File: config.mk
export PLATFORM = sky130hd
export DESIGN_NAME = mem_port_arbiter
export DESIGN_NICKNAME = d
export VERILOG_FILES = /design/src/rtl/mem_port_arbiter.sv
export SDC_FILE = /design/constraint.sdc
export NUM_CORES = 1
export LEC_CHECK = 0
export ABC_AREA = 1
export CORE_AREA = 5 5 103 105
export DETAILED_ROUTE_END_ITERATION = 8
export DIE_AREA = 0 0 108 110
export PLACE_DENSITY = 0.68
export SLEW_MARGIN = 20
export SYNTH_ARGS = -nofsm -noshare
export SYNTH_HDL_FRONTEND = slang
export SYNTH_SLANG_ARGS = --single-unit
File: constraint.sdc
create_clock -name clk_i -period 2 [get_ports clk_i]
set_input_delay 0.5 -clock clk_i [delete_from_list [all_inputs] [get_ports clk_i]]
set_output_delay 0.5 -clock clk_i [all_outputs]
set_load 0.03 [all_outputs]
File: src/rtl/mem_port_arbiter.sv
// Arbiter sharing one single-port RAM between instruction fetch and load/store, with AMO locking.
// Optional ARB_ROUND_ROBIN_EN replaces fixed data priority plus the starvation guard with round-robin ties.
module mem_port_arbiter #(
    parameter int unsigned ADDR_W   = 32,
    parameter int unsigned MAX_WAIT = 4
) (
    input  logic              clk_i,
    input  logic              rst_n_i,
    input  logic              if_req_i,
    input  logic [ADDR_W-1:0] if_addr_i,
    output logic              if_gnt_o,
    output logic              if_rvalid_o,
    output logic [31:0]       if_rdata_o,
    input  logic              d_req_i,
    input  logic              d_we_i,
    input  logic [3:0]        d_be_i,
    input  logic [ADDR_W-1:0] d_addr_i,
    input  logic [31:0]       d_wdata_i,
    input  logic              d_lock_i,
    output logic              d_gnt_o,
    output logic              d_rvalid_o,
    output logic [31:0]       d_rdata_o,
    output logic              mem_en_o,
    output logic [3:0]        mem_we_o,
    output logic [ADDR_W-1:0] mem_addr_o,
    output logic [31:0]       mem_wdata_o,
    input  logic [31:0]       mem_rdata_i
);

    typedef enum logic {ST_ARB, ST_LOCKED} state_e;
    typedef enum logic [1:0] {OWN_NONE = 2'b00, OWN_IF = 2'b01, OWN_D = 2'b10} owner_e;

    state_e state_q, state_d;
    owner_e owner_q, owner_d;
    logic   if_gnt, d_gnt;

`ifdef ARB_ROUND_ROBIN_EN
    // High when the data port took the most recent grant.
    logic last_d_q, last_d_d;
`else
    localparam logic [3:0] MAX_WAIT_C = 4'(MAX_WAIT);
    logic [3:0] wait_cnt_q, wait_cnt_d;
`endif

    always_comb begin
        if_gnt  = 1'b0;
        d_gnt   = 1'b0;
        state_d = state_q;
        case (state_q)
            ST_ARB: begin
                if (if_req_i && d_req_i) begin
`ifdef ARB_ROUND_ROBIN_EN
                    if (last_d_q) if_gnt = 1'b1;
                    else          d_gnt  = 1'b1;
`else
                    if (wait_cnt_q == MAX_WAIT_C) if_gnt = 1'b1;
                    else                          d_gnt  = 1'b1;
`endif
                end else begin
                    if_gnt = if_req_i;
                    d_gnt  = d_req_i;
                end
                if (d_gnt && d_lock_i) state_d = ST_LOCKED;
            end
            ST_LOCKED: begin
                // Fetch is shut out until the AMO write phase releases the lock.
                d_gnt = d_req_i;
                if (d_gnt && !d_lock_i) state_d = ST_ARB;
            end
            default: state_d = ST_ARB;
        endcase
    end

    always_comb begin
        owner_d = OWN_NONE;
        if (if_gnt)     owner_d = OWN_IF;
        else if (d_gnt) owner_d = OWN_D;
    end

`ifdef ARB_ROUND_ROBIN_EN
    always_comb begin
        last_d_d = last_d_q;
        if (if_gnt)     last_d_d = 1'b0;
        else if (d_gnt) last_d_d = 1'b1;
    end

    always_ff @(posedge clk_i or negedge rst_n_i) begin
        if (!rst_n_i) last_d_q <= 1'b0;
        else          last_d_q <= last_d_d;
    end
`else
    always_comb begin
        wait_cnt_d = 4'd0;
        if (if_req_i && !if_gnt) begin
            wait_cnt_d = (wait_cnt_q == MAX_WAIT_C) ? wait_cnt_q : wait_cnt_q + 4'd1;
        end
    end

    always_ff @(posedge clk_i or negedge rst_n_i) begin
        if (!rst_n_i) wait_cnt_q <= 4'd0;
        else          wait_cnt_q <= wait_cnt_d;
    end
`endif

    always_ff @(posedge clk_i or negedge rst_n_i) begin
        if (!rst_n_i) begin
            state_q <= ST_ARB;
            owner_q <= OWN_NONE;
        end else begin
            state_q <= state_d;
            owner_q <= owner_d;
        end
    end

    assign if_gnt_o    = if_gnt;
    assign d_gnt_o     = d_gnt;
    assign mem_en_o    = if_gnt | d_gnt;
    assign mem_addr_o  = if_gnt ? if_addr_i : (d_gnt ? d_addr_i : '0);
    assign mem_we_o    = (d_gnt && d_we_i) ? d_be_i : 4'b0000;
    assign mem_wdata_o = d_gnt ? d_wdata_i : 32'd0;

    assign if_rvalid_o = (owner_q == OWN_IF);
    assign d_rvalid_o  = (owner_q == OWN_D);
    assign if_rdata_o  = (owner_q == OWN_IF) ? mem_rdata_i : 32'd0;
    assign d_rdata_o   = (owner_q == OWN_D)  ? mem_rdata_i : 32'd0;

endmodule
Yosys cells after proc, flatten, opt, wreduce, memory -nomap -nowiden:

Cells that the tools add are included.

* add/subtract/negate cells: 1
* equality and inequality tests: 4
* mux-type cells: 20
* bitwise operators: 2
* reductions and logical operators: 7

Operators by type and width (number)
* 32-bit two-way mux: 5
* 4-bit two-way mux: 3
* 1-bit two-way mux: 8
* 1-bit logical AND: 5
* 4-bit by 1-bit adder with 4-bit output (second input constant): 1
* 4-bit by 3-bit == test with 1-bit output (second input constant): 1
* 2-bit two-way mux: 2
* 1-bit case mux with 2 select lines: 2
* 2-bit by 1-bit == test with 1-bit output (second input constant): 1
* 2-bit == test (second input constant): 1
* 1-bit logical NOT: 2
* 2-bit != test (second input constant): 1
* 1-bit inverter: 1
* 1-bit bitwise OR: 1

* register bits: 7
* input port bits: 138
* output and inout bits: 137
* word-level logic and storage cells: 37

Logic depth before layout (Yosys ltp):

* depth after elaboration: 7
* mapped depth: 8
* depth with buffers taken out: 7

Worst setup path after synthesis:

OpenSTA, ideal clock, no wires.

* path kind: register to output
* start: register owner_q[0]
* end: output port d_rdata_o[0]
* data arrival time: 1.638 ns
* required time: 1.500 ns
* setup slack: -0.138 ns
* stages on the path, launching flop included: 5
* buffers on the path: 1
* cell sequence: dfrtp_1 > nor2_1 > inv_1 > clkbuf_1 > nor2_1

* word-level cells in the longest chain between the ends: 2

Ends and longest elaborated chain
* from (decl): line 34 `owner_e owner_q, owner_d;`
* from (signal assigned): line 111 `owner_q <= owner_d;`
* 2-bit == test
* net d_rvalid_o: line 21 `output logic d_rvalid_o,`
* 32-bit two-way mux: line 125 `assign d_rdata_o = (owner_q == OWN_D) ? mem_rdata_i : 32'd0;`
* to (decl): line 22 `output logic [31:0] d_rdata_o,`

The timed path passes the listed nets, and every way through them passes these cells.

Worst setup path in the final report:

* start: register wait_cnt_q[0]
* end: output port mem_we_o[1]

* word-level cells in the longest chain between the ends: 7

Ends and longest elaborated chain
* from (decl): line 42 `logic [3:0] wait_cnt_q, wait_cnt_d;`
* from (signal assigned): line 101 `else wait_cnt_q <= wait_cnt_d;`
* 4-bit by 3-bit == test with 1-bit output: line 56 `if (wait_cnt_q == MAX_WAIT_C) if_gnt = 1'b1;`
* 1-bit two-way mux: line 56
* 1-bit two-way mux: line 51 `if (if_req_i && d_req_i) begin`
* 1-bit two-way mux: line 49 `case (state_q)`
* 1-bit case mux with 2 select lines: line 49
* 1-bit logical AND: line 119 `assign mem_we_o = (d_gnt && d_we_i) ? d_be_i : 4'b0000;`
* 4-bit two-way mux: line 119
* to (decl): line 24 `output logic [3:0] mem_we_o,`

No other way between the ends. The select of a mux whose other input is x is not followed.

==> out/qor.json <==
{
  "die_area": {"value": 11900, "unit": "um2"},
  "cap_viol_max_count": {"value": 0},
  "power_switching": {"value": 0.000775, "unit": "W"},
  "io_pins": {"value": 275},
  "cts.htree.levels": {"value": 1},
  "die-height": {"value": 110, "unit": "um"},
  "crit_fanout": {"value": 8},
  "synth.cell_area": {"value": 1690, "unit": "um2"},
  "grt_remaining_overflow": {"value": 0},
  "postCtsHoldBufs": {"value": 0},
  "power.density_cell_area": {"value": 345, "unit": "nW/um2"},
  "p_seq_share": {"value": 9.6, "unit": "%"},
  "yosysSeqAreaShare": {"value": 10.4, "unit": "%"},
  "leakage_power_total": {"value": 2.67, "unit": "nW"},
  "met2_wirelength": {"value": 6040, "unit": "um"},
  "path_clk_slew": {"value": 40, "unit": "ps"},
  "crit_required": {"value": 1500, "unit": "ps"},
  "core_box_area": {"value": 9550, "unit": "um2"},
  "finalSetupViolCount": {"value": 71},
  "crit_path_start": {"value": "wait_cnt_q[0]"},
  "synth.largest_area_cell": {"value": "sky130_fd_sc_hd__nor2_1"},
  "gp_congestion": {"value": 0.794},
  "post-route-worst-setup-slack": {"value": -265, "unit": "ps"},
  "yosysWarnings": {"value": 0},
  "cts_buffers": {"value": 3},
  "crit_path_start_kind": {"value": "flip-flop"},
  "post_synth_main_area_contributors": {"value": "sky130_fd_sc_hd__nor2_1, sky130_fd_sc_hd__nand3_1, sky130_fd_sc_hd__inv_1"},
  "postSynthRegisterBits": {"value": 7},
  "core.rowCount": {"value": 36},
  "overall_global_routing_usage": {"value": 16.3, "unit": "%"},
  "detailroute.wirelength.met3": {"value": 1300, "unit": "um"},
  "drt_first_iter_violations": {"value": 181},
  "fin_skew": {"value": 1.49, "unit": "ps"},
  "first_pass_grt_wire_length": {"value": 15800, "unit": "um"},
  "route.layer.met1.wl": {"value": 3710, "unit": "um"},
  "cts-root-buf": {"value": "sky130_fd_sc_hd__clkbuf_8"},
  "worstMarginPinSlew": {"value": 375, "unit": "ps"},
  "num_antenna_cells": {"value": 0},
  "hold_path.class": {"value": "in -> async"},
  "wirelength": {"value": 11300, "unit": "um"},
  "cts.path.max_buffers": {"value": 2},
  "antenna_left": {"value": 0},
  "drive_above_1_share": {"value": 34.9, "unit": "%"},
  "fin_hold_ws": {"value": 533, "unit": "ps"},
  "grt_setup_unrepaired": {"value": "true"},
  "die_width": {"value": 108, "unit": "um"},
  "area_growth": {"value": 196, "unit": "%"},
  "leading_cell_type_in_the_layout_fill_and_taps_excluded": {"value": "sky130_fd_sc_hd__clkdlybuf4s50_1"},
  "maxSlewViolCount": {"value": 0},
  "via_per_inst": {"value": 4.17},
  "effective_utilization_at_floorplan": {"value": 17.7, "unit": "%"},
  "violations": {"value": "setup timing"},
  "max_freq": {"value": 0.442, "unit": "GHz"},
  "maxUsedRoutingLayer": {"value": "met4"},
  "tightest_slew_margin_relative_to_the_limit": {"value": 75.0, "unit": "%"},
  "first_global_vias": {"value": 3256},
  "switching_share": {"value": 44.8, "unit": "%"},
  "min_period_over_period": {"value": 113, "unit": "%"},
  "drt_first_pass_iters": {"value": 4},
  "intPower": {"value": 0.000954, "unit": "W"},
  "port_buffers": {"value": 274},
  "grt_start_max_net_pins": {"value": 33},
  "synth_nets": {"value": 483},
  "worstReg2RegStart": {"value": "wait_cnt_q[0]"},
  "critPathArrivalTime": {"value": 1760, "unit": "ps"},
  "status": {"value": "finished, violations left"},
  "critical-path-slowest-cell": {"value": "sky130_fd_sc_hd__dfrtp_1"},
  "vdd_drop_max": {"value": 201, "unit": "uV"},
  "worst_skew_pair.late_latency": {"value": 230, "unit": "ps"},
  "crit_type": {"value": "reg -> out"},
  "timing.critical_path.cells": {"value": "inv_2 -> ha_4 -> nand2_4 -> nor2_4 -> nand2_4 -> buf_8 -> buf_12 -> nand3_4 -> buf_6 -> nor2_4 -> buf_6"},
  "power": {"value": 0.00173, "unit": "W"},
  "power_frac_comb": {"value": 78.7, "unit": "%"},
  "fraction_of_power_consumed_by_the_clock_network": {"value": 11.7, "unit": "%"},
  "avgRoutedWirePerCell": {"value": 14.8, "unit": "um"},
  "syn_inst": {"value": 343},
  "grt_antenna_before_repair": {"value": 0},
  "remaining_drc_errors": {"value": 0},
  "post_synth_num_cell_types": {"value": 19},
  "tritoncts": {"value": "done"},
  "hpwl": {"value": 9140, "unit": "um"},
  "final_nets": {"value": 771},
  "synth_largest_type_area_fraction": {"value": 23.7, "unit": "%"},
  "clock_sinks": {"value": 7},
  "worstSetupEndpointType": {"value": "primary output"},
  "crit_path_largest_cell_delay": {"value": 380, "unit": "ps"},
  "routed-via-count": {"value": 3180},
  "most-common-layout-cells": {"value": "sky130_fd_sc_hd__clkdlybuf4s50_1, sky130_fd_sc_hd__nor2_1, sky130_fd_sc_hd__buf_4, sky130_fd_sc_hd__inv_1, sky130_fd_sc_hd__nand3_1"},
  "final_period_minus_worst_setup_slack": {"value": 2260, "unit": "ps"},
  "hold_viol_final": {"value": 0},
  "syn-mean-instance-area": {"value": 4.93, "unit": "um2"}
}
## sequential cells by signal (all words and copies together), names as in the netlist
register / cells
state_q: 1
wait_cnt_q: 4
owner_q: 2
## critical path: cells and delay by family (launching register included)
family        cells  cell delay (ps)
flops             1              380
buf+inv           5              630
simple gates      5              360
fa+ha+maj         1              150
## worst paths after layout
kind                       cells past startpoint       endpoint  slack [ps]
max                                           11    mem_we_o[1]        -260
min                                            1        state_q         530
max reg2reg                                    9  wait_cnt_q[2]         490
min reg2reg                                    3  wait_cnt_q[2]         640
max in group asynchronous                      1  wait_cnt_q[2]        1230
min in group clk_i                             3  wait_cnt_q[2]         640
## cell usage after synthesis
cell type and instances:
sky130_fd_sc_hd__and3_1 1, sky130_fd_sc_hd__buf_2 7, sky130_fd_sc_hd__buf_6 10, sky130_fd_sc_hd__clkbuf_1 6
sky130_fd_sc_hd__dfrtp_1 7, sky130_fd_sc_hd__ha_1 2, sky130_fd_sc_hd__inv_1 81, sky130_fd_sc_hd__nand2_1 42
sky130_fd_sc_hd__nand2_2 2, sky130_fd_sc_hd__nand2_4 2, sky130_fd_sc_hd__nand2_8 1, sky130_fd_sc_hd__nand3_1 67
sky130_fd_sc_hd__nand3_2 1, sky130_fd_sc_hd__nand4_1 3, sky130_fd_sc_hd__nor2_1 107, sky130_fd_sc_hd__nor2_2 1
sky130_fd_sc_hd__nor2_4 1, sky130_fd_sc_hd__or2_2 1, sky130_fd_sc_hd__xor2_1 1
## kinds of logic (layout without fill, tap and decap cells)
logic type | count (synthesis) | after routing | synth area share, %
buffers and inverters | 104 | 391 | 28.0
XOR/XNOR | 1 | 1 | 0.518
AND/OR/NAND/NOR | 229 | 229 | 59.6
adder cells (fa/ha/maj) | 2 | 2 | 1.48
flip-flops | 7 | 7 | 10.4
## through the flow
step,setup WS [ps],cell area [um2],TNS [ps],std cells,util (%)
finish,-265,5010,-10800,763,52.5
global route,-340,5010,-16650,763,52.5
CTS,-327,4890,-15250,760,51.2
detailed placement,-672,4430,-38380,749,46.4
global placement,-657,4430,-36620,749,46.4
floorplan,-55.8,1700,-1590,343,-
## area by class of cell
type / instances / area (um2)
Tap cell: 133 / 166
Sequential cell: 7 / 175
Timing Repair Buffer: 306 / 3070
Clock inverter: 1 / 5.00
Inverter: 81 / 307
Multi-Input combinational cell: 232 / 1240
Fill cell: 931 / 4540
Clock buffer: 3 / 41.3
## power groups by stage
stage	clock network [W]	registers (W)	logic, W
floorplan	0	0.000168	0.000588
global placement	0	0.000165	0.00120
detailed placement	0	0.000166	0.00121
CTS	0.000210	0.000165	0.00132
global route	0.000219	0.000168	0.00144
finish	0.000202	0.000167	0.00136
## routing by layer
metal / vias to the layer above / GRT usage, %
li1: 1580 / -
met1: 1390 / 16.2
met2: 192 / 32.2
met3: 18 / 6.00
met4: 0 / 3.97
met5: - / 0
## timing repair
item / CTS / global route
setup buffers: 5 / 3
endpoints found under the setup margin: 71 / 81
cloned: 2 / 2
pin swaps: 8 / 17
resized for setup: 161 / 28
No activity file was read; power rests on OpenSTA's default activity.
